<file path="config.mk">
export PLATFORM = sky130hd
export DESIGN_NAME = preload_sequencer_flat
export DESIGN_NICKNAME = d
export VERILOG_FILES = /design/src/rtl/preload_sequencer_if.sv /design/src/rtl/preload_sequencer.sv /design/src/flat_wrapper.sv
export SDC_FILE = /design/constraint.sdc
export NUM_CORES = 1
export LEC_CHECK = 0
export CORE_MARGIN = 3
export CORE_UTILIZATION = 53
export DETAILED_ROUTE_END_ITERATION = 8
export PLACE_DENSITY_LB_ADDON = 0.12
export SETUP_SLACK_MARGIN = 0.05
export SLEW_MARGIN = 20
export SYNTH_ARGS = -nofsm -noshare
export SYNTH_HDL_FRONTEND = slang
export SYNTH_SLANG_ARGS = --single-unit
</file>
<file path="constraint.sdc">
create_clock -name clk -period 6.9 [get_ports clk]
set_input_delay 1.38 -clock clk [delete_from_list [all_inputs] [get_ports clk]]
set_output_delay 1.38 -clock clk [all_outputs]
set_load 0.05 [all_outputs]
</file>
<file path="src/rtl/preload_sequencer_if.sv">
// rtl/preload_sequencer_if.sv - host weight/activation streams and tile memory write ports
interface preload_sequencer_if #(
  parameter int ADDR_WIDTH = 6
);
  logic                  w_valid;
  logic [7:0]            w_data;
  logic                  w_ready;
  logic                  a_valid;
  logic [6:0]            a_data;
  logic                  a_ready;
  logic [7:0]            Weight;
  logic [ADDR_WIDTH-1:0] Weight_Mem_Address_in;
  logic                  weight_wr;
  logic [6:0]            Activation;
  logic [ADDR_WIDTH-1:0] Activation_Mem_Address_in;
  logic                  act_wr;

  modport master (
    output w_valid, w_data, a_valid, a_data,
    input  w_ready, a_ready,
    input  Weight, Weight_Mem_Address_in, weight_wr,
    input  Activation, Activation_Mem_Address_in, act_wr
  );

  modport slave (
    input  w_valid, w_data, a_valid, a_data,
    output w_ready, a_ready,
    output Weight, Weight_Mem_Address_in, weight_wr,
    output Activation, Activation_Mem_Address_in, act_wr
  );
endinterface

</file>
<file path="src/rtl/preload_sequencer.sv">
// rtl/preload_sequencer.sv - loads a weight/activation tile, then sequences weight reduction, preload and compute
module preload_sequencer #(
  parameter int SIZE           = 8,
  parameter int MEM_SIZE       = SIZE*SIZE,
  parameter int ADDR_WIDTH     = $clog2(MEM_SIZE),
  parameter int WPU_WAIT       = MEM_SIZE+4,
  parameter int PRELOAD_CYCLES = 3*SIZE,
  parameter int CAL_CYCLES     = 4*SIZE
) (
  input  logic               clk,
  input  logic               rst,
  input  logic               start,
  input  logic               abort,
  preload_sequencer_if.slave bus,
  output logic               load_mem_done,
  output logic               PreLoad_CWeight,
  output logic               Cal,
  output logic               busy,
  output logic               done
);

  localparam int CNT_W  = $clog2(MEM_SIZE+1);
  localparam int PH_MAX = (WPU_WAIT > PRELOAD_CYCLES)
                          ? ((WPU_WAIT > CAL_CYCLES) ? WPU_WAIT : CAL_CYCLES)
                          : ((PRELOAD_CYCLES > CAL_CYCLES) ? PRELOAD_CYCLES : CAL_CYCLES);
  localparam int PH_W   = $clog2(PH_MAX+1);

  typedef enum logic [2:0] {
    S_IDLE, S_LOAD, S_WPU_WAIT, S_PRELOAD, S_CAL, S_FINISH
  } state_t;

  state_t          state, state_next;
  logic [CNT_W-1:0] w_cnt, a_cnt, w_cnt_next, a_cnt_next;
  logic [PH_W-1:0]  phase, phase_next;
  logic             w_xfer, a_xfer;

  logic                  w_ready_q, a_ready_q, weight_wr_q, act_wr_q;
  logic [7:0]            weight_q;
  logic [6:0]            act_q;
  logic [ADDR_WIDTH-1:0] w_addr_q, a_addr_q;
  logic                  lmd_q, pre_q, cal_q, busy_q, done_q;

  always_comb begin
    state_next = state;
    w_xfer     = 1'b0;
    a_xfer     = 1'b0;
    unique case (state)
      S_IDLE:     if (start) state_next = S_LOAD;
      S_LOAD: begin
        w_xfer = bus.w_valid && w_ready_q;
        a_xfer = bus.a_valid && a_ready_q;
        if (w_cnt == CNT_W'(MEM_SIZE) && a_cnt == CNT_W'(MEM_SIZE))
          state_next = S_WPU_WAIT;
      end
      S_WPU_WAIT: if (phase == PH_W'(WPU_WAIT-1))       state_next = S_PRELOAD;
      S_PRELOAD:  if (phase == PH_W'(PRELOAD_CYCLES-1)) state_next = S_CAL;
      S_CAL:      if (phase == PH_W'(CAL_CYCLES-1))     state_next = S_FINISH;
      S_FINISH:   state_next = S_IDLE;
      default:    state_next = S_IDLE;
    endcase

    // Abort wins over everything, including a transfer or LOAD completion this cycle.
    if (abort && state != S_IDLE) begin
      state_next = S_IDLE;
      w_xfer     = 1'b0;
      a_xfer     = 1'b0;
    end

    // Counts only live inside LOAD, so any later tile restarts at address 0.
    w_cnt_next = (state_next == S_LOAD) ? w_cnt + CNT_W'(w_xfer) : '0;
    a_cnt_next = (state_next == S_LOAD) ? a_cnt + CNT_W'(a_xfer) : '0;
    phase_next = (state_next != state || state_next == S_IDLE) ? '0 : phase + PH_W'(1);
  end

  always_ff @(posedge clk) begin
    if (rst) begin
      state       <= S_IDLE;
      w_cnt       <= '0;
      a_cnt       <= '0;
      phase       <= '0;
      w_ready_q   <= 1'b0;
      a_ready_q   <= 1'b0;
      weight_wr_q <= 1'b0;
      act_wr_q    <= 1'b0;
      weight_q    <= '0;
      act_q       <= '0;
      w_addr_q    <= '0;
      a_addr_q    <= '0;
      lmd_q       <= 1'b0;
      pre_q       <= 1'b0;
      cal_q       <= 1'b0;
      busy_q      <= 1'b0;
      done_q      <= 1'b0;
    end else begin
      state       <= state_next;
      w_cnt       <= w_cnt_next;
      a_cnt       <= a_cnt_next;
      phase       <= phase_next;
      w_ready_q   <= (state_next == S_LOAD) && (w_cnt_next < CNT_W'(MEM_SIZE));
      a_ready_q   <= (state_next == S_LOAD) && (a_cnt_next < CNT_W'(MEM_SIZE));
      weight_wr_q <= w_xfer;
      act_wr_q    <= a_xfer;
      if (w_xfer) begin
        weight_q <= bus.w_data;
        w_addr_q <= w_cnt[ADDR_WIDTH-1:0];
      end
      if (a_xfer) begin
        act_q    <= bus.a_data;
        a_addr_q <= a_cnt[ADDR_WIDTH-1:0];
      end
      lmd_q  <= (state_next == S_WPU_WAIT) || (state_next == S_PRELOAD) ||
                (state_next == S_CAL) || (state_next == S_FINISH);
      pre_q  <= (state_next == S_PRELOAD);
      cal_q  <= (state_next == S_CAL);
      busy_q <= (state_next != S_IDLE);
      done_q <= (state_next == S_FINISH);
    end
  end

  assign bus.w_ready                   = w_ready_q;
  assign bus.a_ready                   = a_ready_q;
  assign bus.Weight                    = weight_q;
  assign bus.Weight_Mem_Address_in     = w_addr_q;
  assign bus.weight_wr                 = weight_wr_q;
  assign bus.Activation                = act_q;
  assign bus.Activation_Mem_Address_in = a_addr_q;
  assign bus.act_wr                    = act_wr_q;
  assign load_mem_done                 = lmd_q;
  assign PreLoad_CWeight               = pre_q;
  assign Cal                           = cal_q;
  assign busy                          = busy_q;
  assign done                          = done_q;

endmodule

</file>
<file path="src/flat_wrapper.sv">
// flat-port wrapper written by rule: the top's interface ports become plain ports
module preload_sequencer_flat 
#(
  parameter int SIZE           = 8,
  parameter int MEM_SIZE       = SIZE*SIZE,
  parameter int ADDR_WIDTH     = $clog2(MEM_SIZE),
  parameter int WPU_WAIT       = MEM_SIZE+4,
  parameter int PRELOAD_CYCLES = 3*SIZE,
  parameter int CAL_CYCLES     = 4*SIZE
)
  (clk, rst, start, abort, load_mem_done, PreLoad_CWeight, Cal, busy, done, bus_w_valid, bus_w_data, bus_a_valid, bus_a_data, bus_w_ready, bus_a_ready, bus_Weight, bus_Weight_Mem_Address_in, bus_weight_wr, bus_Activation, bus_Activation_Mem_Address_in, bus_act_wr);
  preload_sequencer_if #(.ADDR_WIDTH(ADDR_WIDTH)) bus_i ();
  input  logic clk;
  input  logic rst;
  input  logic start;
  input  logic abort;
  output logic load_mem_done;
  output logic PreLoad_CWeight;
  output logic Cal;
  output logic busy;
  output logic done;
  input wire logic [$bits(bus_i.w_valid)-1:0] bus_w_valid;
  input wire logic [$bits(bus_i.w_data)-1:0] bus_w_data;
  input wire logic [$bits(bus_i.a_valid)-1:0] bus_a_valid;
  input wire logic [$bits(bus_i.a_data)-1:0] bus_a_data;
  output wire logic [$bits(bus_i.w_ready)-1:0] bus_w_ready;
  output wire logic [$bits(bus_i.a_ready)-1:0] bus_a_ready;
  output wire logic [$bits(bus_i.Weight)-1:0] bus_Weight;
  output wire logic [$bits(bus_i.Weight_Mem_Address_in)-1:0] bus_Weight_Mem_Address_in;
  output wire logic [$bits(bus_i.weight_wr)-1:0] bus_weight_wr;
  output wire logic [$bits(bus_i.Activation)-1:0] bus_Activation;
  output wire logic [$bits(bus_i.Activation_Mem_Address_in)-1:0] bus_Activation_Mem_Address_in;
  output wire logic [$bits(bus_i.act_wr)-1:0] bus_act_wr;
  assign bus_i.w_valid = bus_w_valid;
  assign bus_i.w_data = bus_w_data;
  assign bus_i.a_valid = bus_a_valid;
  assign bus_i.a_data = bus_a_data;
  assign bus_w_ready = bus_i.w_ready;
  assign bus_a_ready = bus_i.a_ready;
  assign bus_Weight = bus_i.Weight;
  assign bus_Weight_Mem_Address_in = bus_i.Weight_Mem_Address_in;
  assign bus_weight_wr = bus_i.weight_wr;
  assign bus_Activation = bus_i.Activation;
  assign bus_Activation_Mem_Address_in = bus_i.Activation_Mem_Address_in;
  assign bus_act_wr = bus_i.act_wr;
  preload_sequencer #(.SIZE(SIZE), .MEM_SIZE(MEM_SIZE), .ADDR_WIDTH(ADDR_WIDTH), .WPU_WAIT(WPU_WAIT), .PRELOAD_CYCLES(PRELOAD_CYCLES), .CAL_CYCLES(CAL_CYCLES)) u_core (.clk(clk), .rst(rst), .start(start), .abort(abort), .bus(bus_i), .load_mem_done(load_mem_done), .PreLoad_CWeight(PreLoad_CWeight), .Cal(Cal), .busy(busy), .done(done));
endmodule
</file>
# Yosys cells after proc, flatten, opt, wreduce, memory -nomap -nowiden
# Index checks and enable logic that the tools add are counted.
# word_totals
regBits,60
latch_bits,0
elab_cells,65
romBits,0
memories,0
input_bits,21
mem_bits_rw,0
# op_classes
mul,0
n_addsub,3
n_bitwise,0
shifts,0
magnitude_cmp,2
muxes,13
div_mod_pow,0
reduce_logical,15
eq_ne,15
# ops
operator,n
$eq 7x7->1 const B,3
$mux 3,6
$pmux 3 s5,1
$add 7x1->7,2
$eq 7x5->1 const B,2
$lt 7x7->1 const B,2
$mux 7,2
$eq 3x2->1 const B,4
$eq 3x3->1 const B,3
$add 7x1->7 const B,1
$eq 3x1->1 const B,2
$logic_and 1x1->1,6
$logic_not 3->1,2
$reduce_bool 3->1,2
$logic_or 1x1->1,4
$mux 1,4
$ne 3x3->1,1
$reduce_or 2->1,1

# Depth between registers and ports, before layout
# depth
word_depth,9
depth_mapped,12
mapped_depth_nobuf,10

# Worst setup path before layout
# Ideal clock, no wire load.
# synth_timing
path_kind,input -> register
start,input abort
end,register u_core.w_cnt[6]
path_buffers,2
t_arrival_ns,3.043
path_slack_ns,3.743
stages,11
t_required_ns,6.785
cell_sequence,buf_4 -> and2b_1 -> nand3_2 -> inv_2 -> buf_4 -> ha_1 -> ha_1 -> and3_1 -> nand3_1 -> xnor2_1 -> nor2b_1
# synth_between
elab_chain_cells,4
# synth_lines
element,line,source
start: declaration,flat_wrapper.sv:16,input logic abort;
$logic_and 1x1->1,preload_sequencer.sv:63,if (abort && state != S_IDLE) begin
$mux 1,preload_sequencer.sv:63,
net u_core.w_xfer,preload_sequencer.sv:35,"logic w_xfer, a_xfer;"
$add 7x1->7,preload_sequencer.sv:70,w_cnt_next = (state_next == S_LOAD) ? w_cnt + CNT_W'(w_xfer) : '0;
$mux 7,preload_sequencer.sv:70,
end signal: assignment,preload_sequencer.sv:96,w_cnt <= w_cnt_next;
end: declaration,preload_sequencer.sv:33,"logic [CNT_W-1:0] w_cnt, a_cnt, w_cnt_next, a_cnt_next;"
# The timed path passes the listed nets, and every way through them passes these cells.
# A chain may end at the register's enable or synchronous reset.

# Final worst setup path
# layout_timing
start,input abort
end,register u_core.w_cnt[6]
# layout_between
elab_chain_cells,4
# layout_lines
element,line
$logic_and 1x1->1 (*),preload_sequencer.sv:63
$mux 1 or $mux 3 (tied branches),preload_sequencer.sv:63
$add 7x1->7 or $eq 3x1->1 (tied branches),preload_sequencer.sv:70
$mux 7 (*),preload_sequencer.sv:70
# Mark *: on every way between the ends. The rest lies on a longest branch, timed or not.

==> impl_metrics.tcl <==
set metrics [dict create \
    cp_cell_sequence "clkdlybuf4s50_1, and2b_1, nand3_2, inv_2, ha_1, ha_1, and3_1, nand3_1, xnor2_1, nor2b_1" \
    pre_cts_ws_ps 2910 \
    status "complete, no violations" \
    grt_pass1_wl_mm 8.47 \
    synthArstFlopShare 0 \
    syn_nets 300 \
    cp_slowest_cell "clkdlybuf4s50_1" \
    core_sq_um 4470 \
    final_util 0.730 \
    crit_path_start "abort" \
    setup_slack_ps 3230 \
    postSynthAreaPerCell_sq_um 9.15 \
    syn_inst 274 \
    grt_util_all_layers 0.206 \
    initial_utilization 0.560 \
    cp_num_cells 10 \
    grt_pass1_vias 1901 \
    htreeDepth 3 \
    fp.dieH_um 74.8 \
    cp.buffers_inverters 2 \
    drt_pass1_iterations 4 \
    viasPerCell 5.23 \
    endpoint "u_core.w_cnt[6]$_SDFF_PP0_" \
    crit_top_cell "ha_1" \
    synth-main-ff-cell "dfxtp_1" \
    cp_max_fo 16 \
    ios 57 \
    leakage_nw 1.13 \
    clkSlewWorstSetupHoldPaths_ps 70 \
    via_count 2023 \
    ant_nets 0 \
    reg2reg_from "u_core.state[0]$_SDFF_PP0_" \
    cp-end-kind "flip-flop" \
    clock_path_buffers 2 \
    drc_errors 0 \
    cts_resized 0 \
    finalHoldViolations 0 \
    dp_hpwl_mm 3.77 \
    finalSetupViolations 0 \
    post_cts_buffers 0 \
    drv_cap 0 \
    cts.sinks 60 \
    hp-class "flip-flop to flip-flop" \
    start_kind "input port" \
    antenna_found_initial 0 \
    gp_congestion 0.895 \
    tightest_slew_ps 673 \
    holdWs_ps 455 \
    fin_cells 387 \
    ys.warnings.count 0 \
    n_antenna_cell 0 \
    worstSetupPathType "input port to flip-flop" \
    r2r_cells 10 \
    routed_wl_mm 5.35 \
    grt_max_degree 40 \
    postCtsHoldBufs 0 \
    die_w_um 74.8 \
    drv_slew 0 \
    cts_buffers 9 \
    post-route-min-period_ps 3670 \
    rows 24 \
    cts_tree "yes" \
    clock_latency_ps 340 \
    p_per_area_nw_per_um2 221 \
    port_buffers 56 \
    max_stage_delay_ps 590 \
    place_inst 371 \
    design.die.area_sq_um 5590 \
    fill_cells 360 \
    cp.arrival_ps 3890 \
    period_share 0.532 \
    nets 356 \
    drt_iter0_markers 83 \
    drive_above_1_share 0.122 \
    finClkSkew_ps 5.36 \
    syn_area_sq_um 2510 \
    synth_edf_count 0 \
    worst_ep_required_time_ps 7120 \
    rr_endpoint "u_core.w_cnt[6]$_SDFF_PP0_" \
    area_growth_pct 30.3 \
    wl_per_cell_um 13.8 \
    worst-r2r-setup-slack_ps 4180 \
    finalSetupTns_ps 0 \
    yosysSeqAreaShare 0.479 \
    relSlewSlack 0.551 \
    grt_overflow 0 \
    crit_family "simple AND/OR/NAND/NOR gates" \
    ys_seq_elements 60 \
    fmax_mhz 272 \
    final_cell_mix "nand2_1, dfxtp_1, clkdlybuf4s50_1" \
    grt_setup_unrepaired "false" \
    synthDistinctLibCells 47 \
    vdd_drop_max_mv 0.168 \
    root_buffer "clkbuf_8" \
]
[routing by layer]
layer,part of all wire,global-route usage
met1,0.42,0.224
met2,0.52,0.350
met3,0.045,0.0761
met4,0.021,0.107
met5,0,0
[state kept, by name (all words and copies together) (netlist names)]
signal and flops:
u_core.w_cnt 7, u_core.a_cnt 7, u_core.load_mem_done 1, u_core.phase 7, u_core.bus.Activation_Mem_Address_in 6, u_core.bus.act_wr 1, u_core.state 3, u_core.busy 1
u_core.PreLoad_CWeight 1, u_core.bus.w_ready 1, u_core.bus.a_ready 1, u_core.bus.Weight_Mem_Address_in 6, u_core.Cal 1, u_core.bus.Weight 8, u_core.bus.Activation 7, u_core.done 1
u_core.bus.weight_wr 1
[area by class of cell]
type                    instances  area, sq um  area share
multi-input cells             195         1200       0.369
flip-flops and latches         60         1200       0.368
repair buffers                 57          568       0.174
clock buffers                  12          155      0.0475
well taps                      52         65.1      0.0199
clock inverters                 4         47.5      0.0145
inverters                       7         26.3     0.00804
[stage by stage]
stage                     area [sq um]  power (mW)
after global routing              3270       0.752
final                             3270       0.723
after global placement            3070       0.412
after CTS                         3270       0.729
after floorplan                   2510       0.392
after detailed placement          3070       0.413
[synthesized netlist by cell type (2+ instances only)]
| library cell | instances | area (sq um) |
|---|---|---|
| nor3_4 | 2 | 32.5 |
| a31oi_1 | 2 | 12.5 |
| nand3_1 | 6 | 30.0 |
| clkbuf_1 | 6 | 22.5 |
| nor2_2 | 2 | 12.5 |
| nand2_1 | 60 | 225 |
| nor2_1 | 24 | 90.1 |
| xnor2_1 | 10 | 87.6 |
| xor2_1 | 6 | 52.6 |
| buf_6 | 2 | 22.5 |
| and3_2 | 2 | 15.0 |
| a21oi_1 | 29 | 145 |
| nor2b_1 | 3 | 18.8 |
| dfxtp_1 | 60 | 1200 |
| and3_1 | 2 | 12.5 |
| nor4_1 | 7 | 43.8 |
| nand3_2 | 2 | 20.0 |
| nand2b_1 | 2 | 12.5 |
| nor4_2 | 2 | 25.0 |
| buf_4 | 4 | 30.0 |
| nor4b_2 | 3 | 45.0 |
| nor3_1 | 3 | 15.0 |
| inv_1 | 5 | 18.8 |
| ha_1 | 5 | 62.6 |
| inv_2 | 2 | 7.51 |
| nor3b_2 | 2 | 25.0 |
[worst register-to-register path, stage by stage, from the launching register on]
cell and delay, ps:
dfxtp_1 490, nor3b_2 320, and2b_1 230, nand3_2 300
inv_2 310, ha_1 220, ha_1 180, and3_1 200
nand3_1 100, xnor2_1 150, nor2b_1 130
[cell families (layout without fill, tap and decap cells)]
family | Yosys count | in the layout | share of synthesized area
AOI/OAI and AO/OA | 42 | 42 | 0.107
xor gates and xnor gates | 16 | 16 | 0.0559
and+or+nand+nor | 132 | 132 | 0.292
buffers and inverters | 19 | 80 | 0.0404
DFF | 60 | 60 | 0.479
adders and majority gates | 5 | 5 | 0.0250
[worst min path at each step]
stage	start	end	slack (ps)	depth (start not counted)
after global placement	u_core.phase[0]$_SDFF_PP0_	u_core.phase[0]$_SDFF_PP0_	440	1
final	u_core.bus.Activation[0]$_SDFFE_PP0P_	u_core.bus.Activation[0]$_SDFFE_PP0P_	450	2
after global routing	u_core.bus.Weight[6]$_SDFFE_PP0P_	u_core.bus.Weight[6]$_SDFFE_PP0P_	470	2
after CTS	u_core.bus.Activation_Mem_Address_in[4]$_SDFFE_PP0P_	u_core.bus.Activation_Mem_Address_in[4]$_SDFFE_PP0P_	460	2
after floorplan	u_core.phase[0]$_SDFF_PP0_	u_core.phase[0]$_SDFF_PP0_	420	1
after detailed placement	u_core.bus.Activation_Mem_Address_in[4]$_SDFFE_PP0P_	u_core.bus.Activation_Mem_Address_in[4]$_SDFFE_PP0P_	450	2
[power breakdown]
group          internal [mW]  switching (mW)  total [mW]
logic                 0.0226          0.0305      0.0531
registers              0.349         0.00250       0.352
clock network          0.185           0.133       0.318
total                  0.557           0.166       0.723
(Power assumes the default switching activity.)
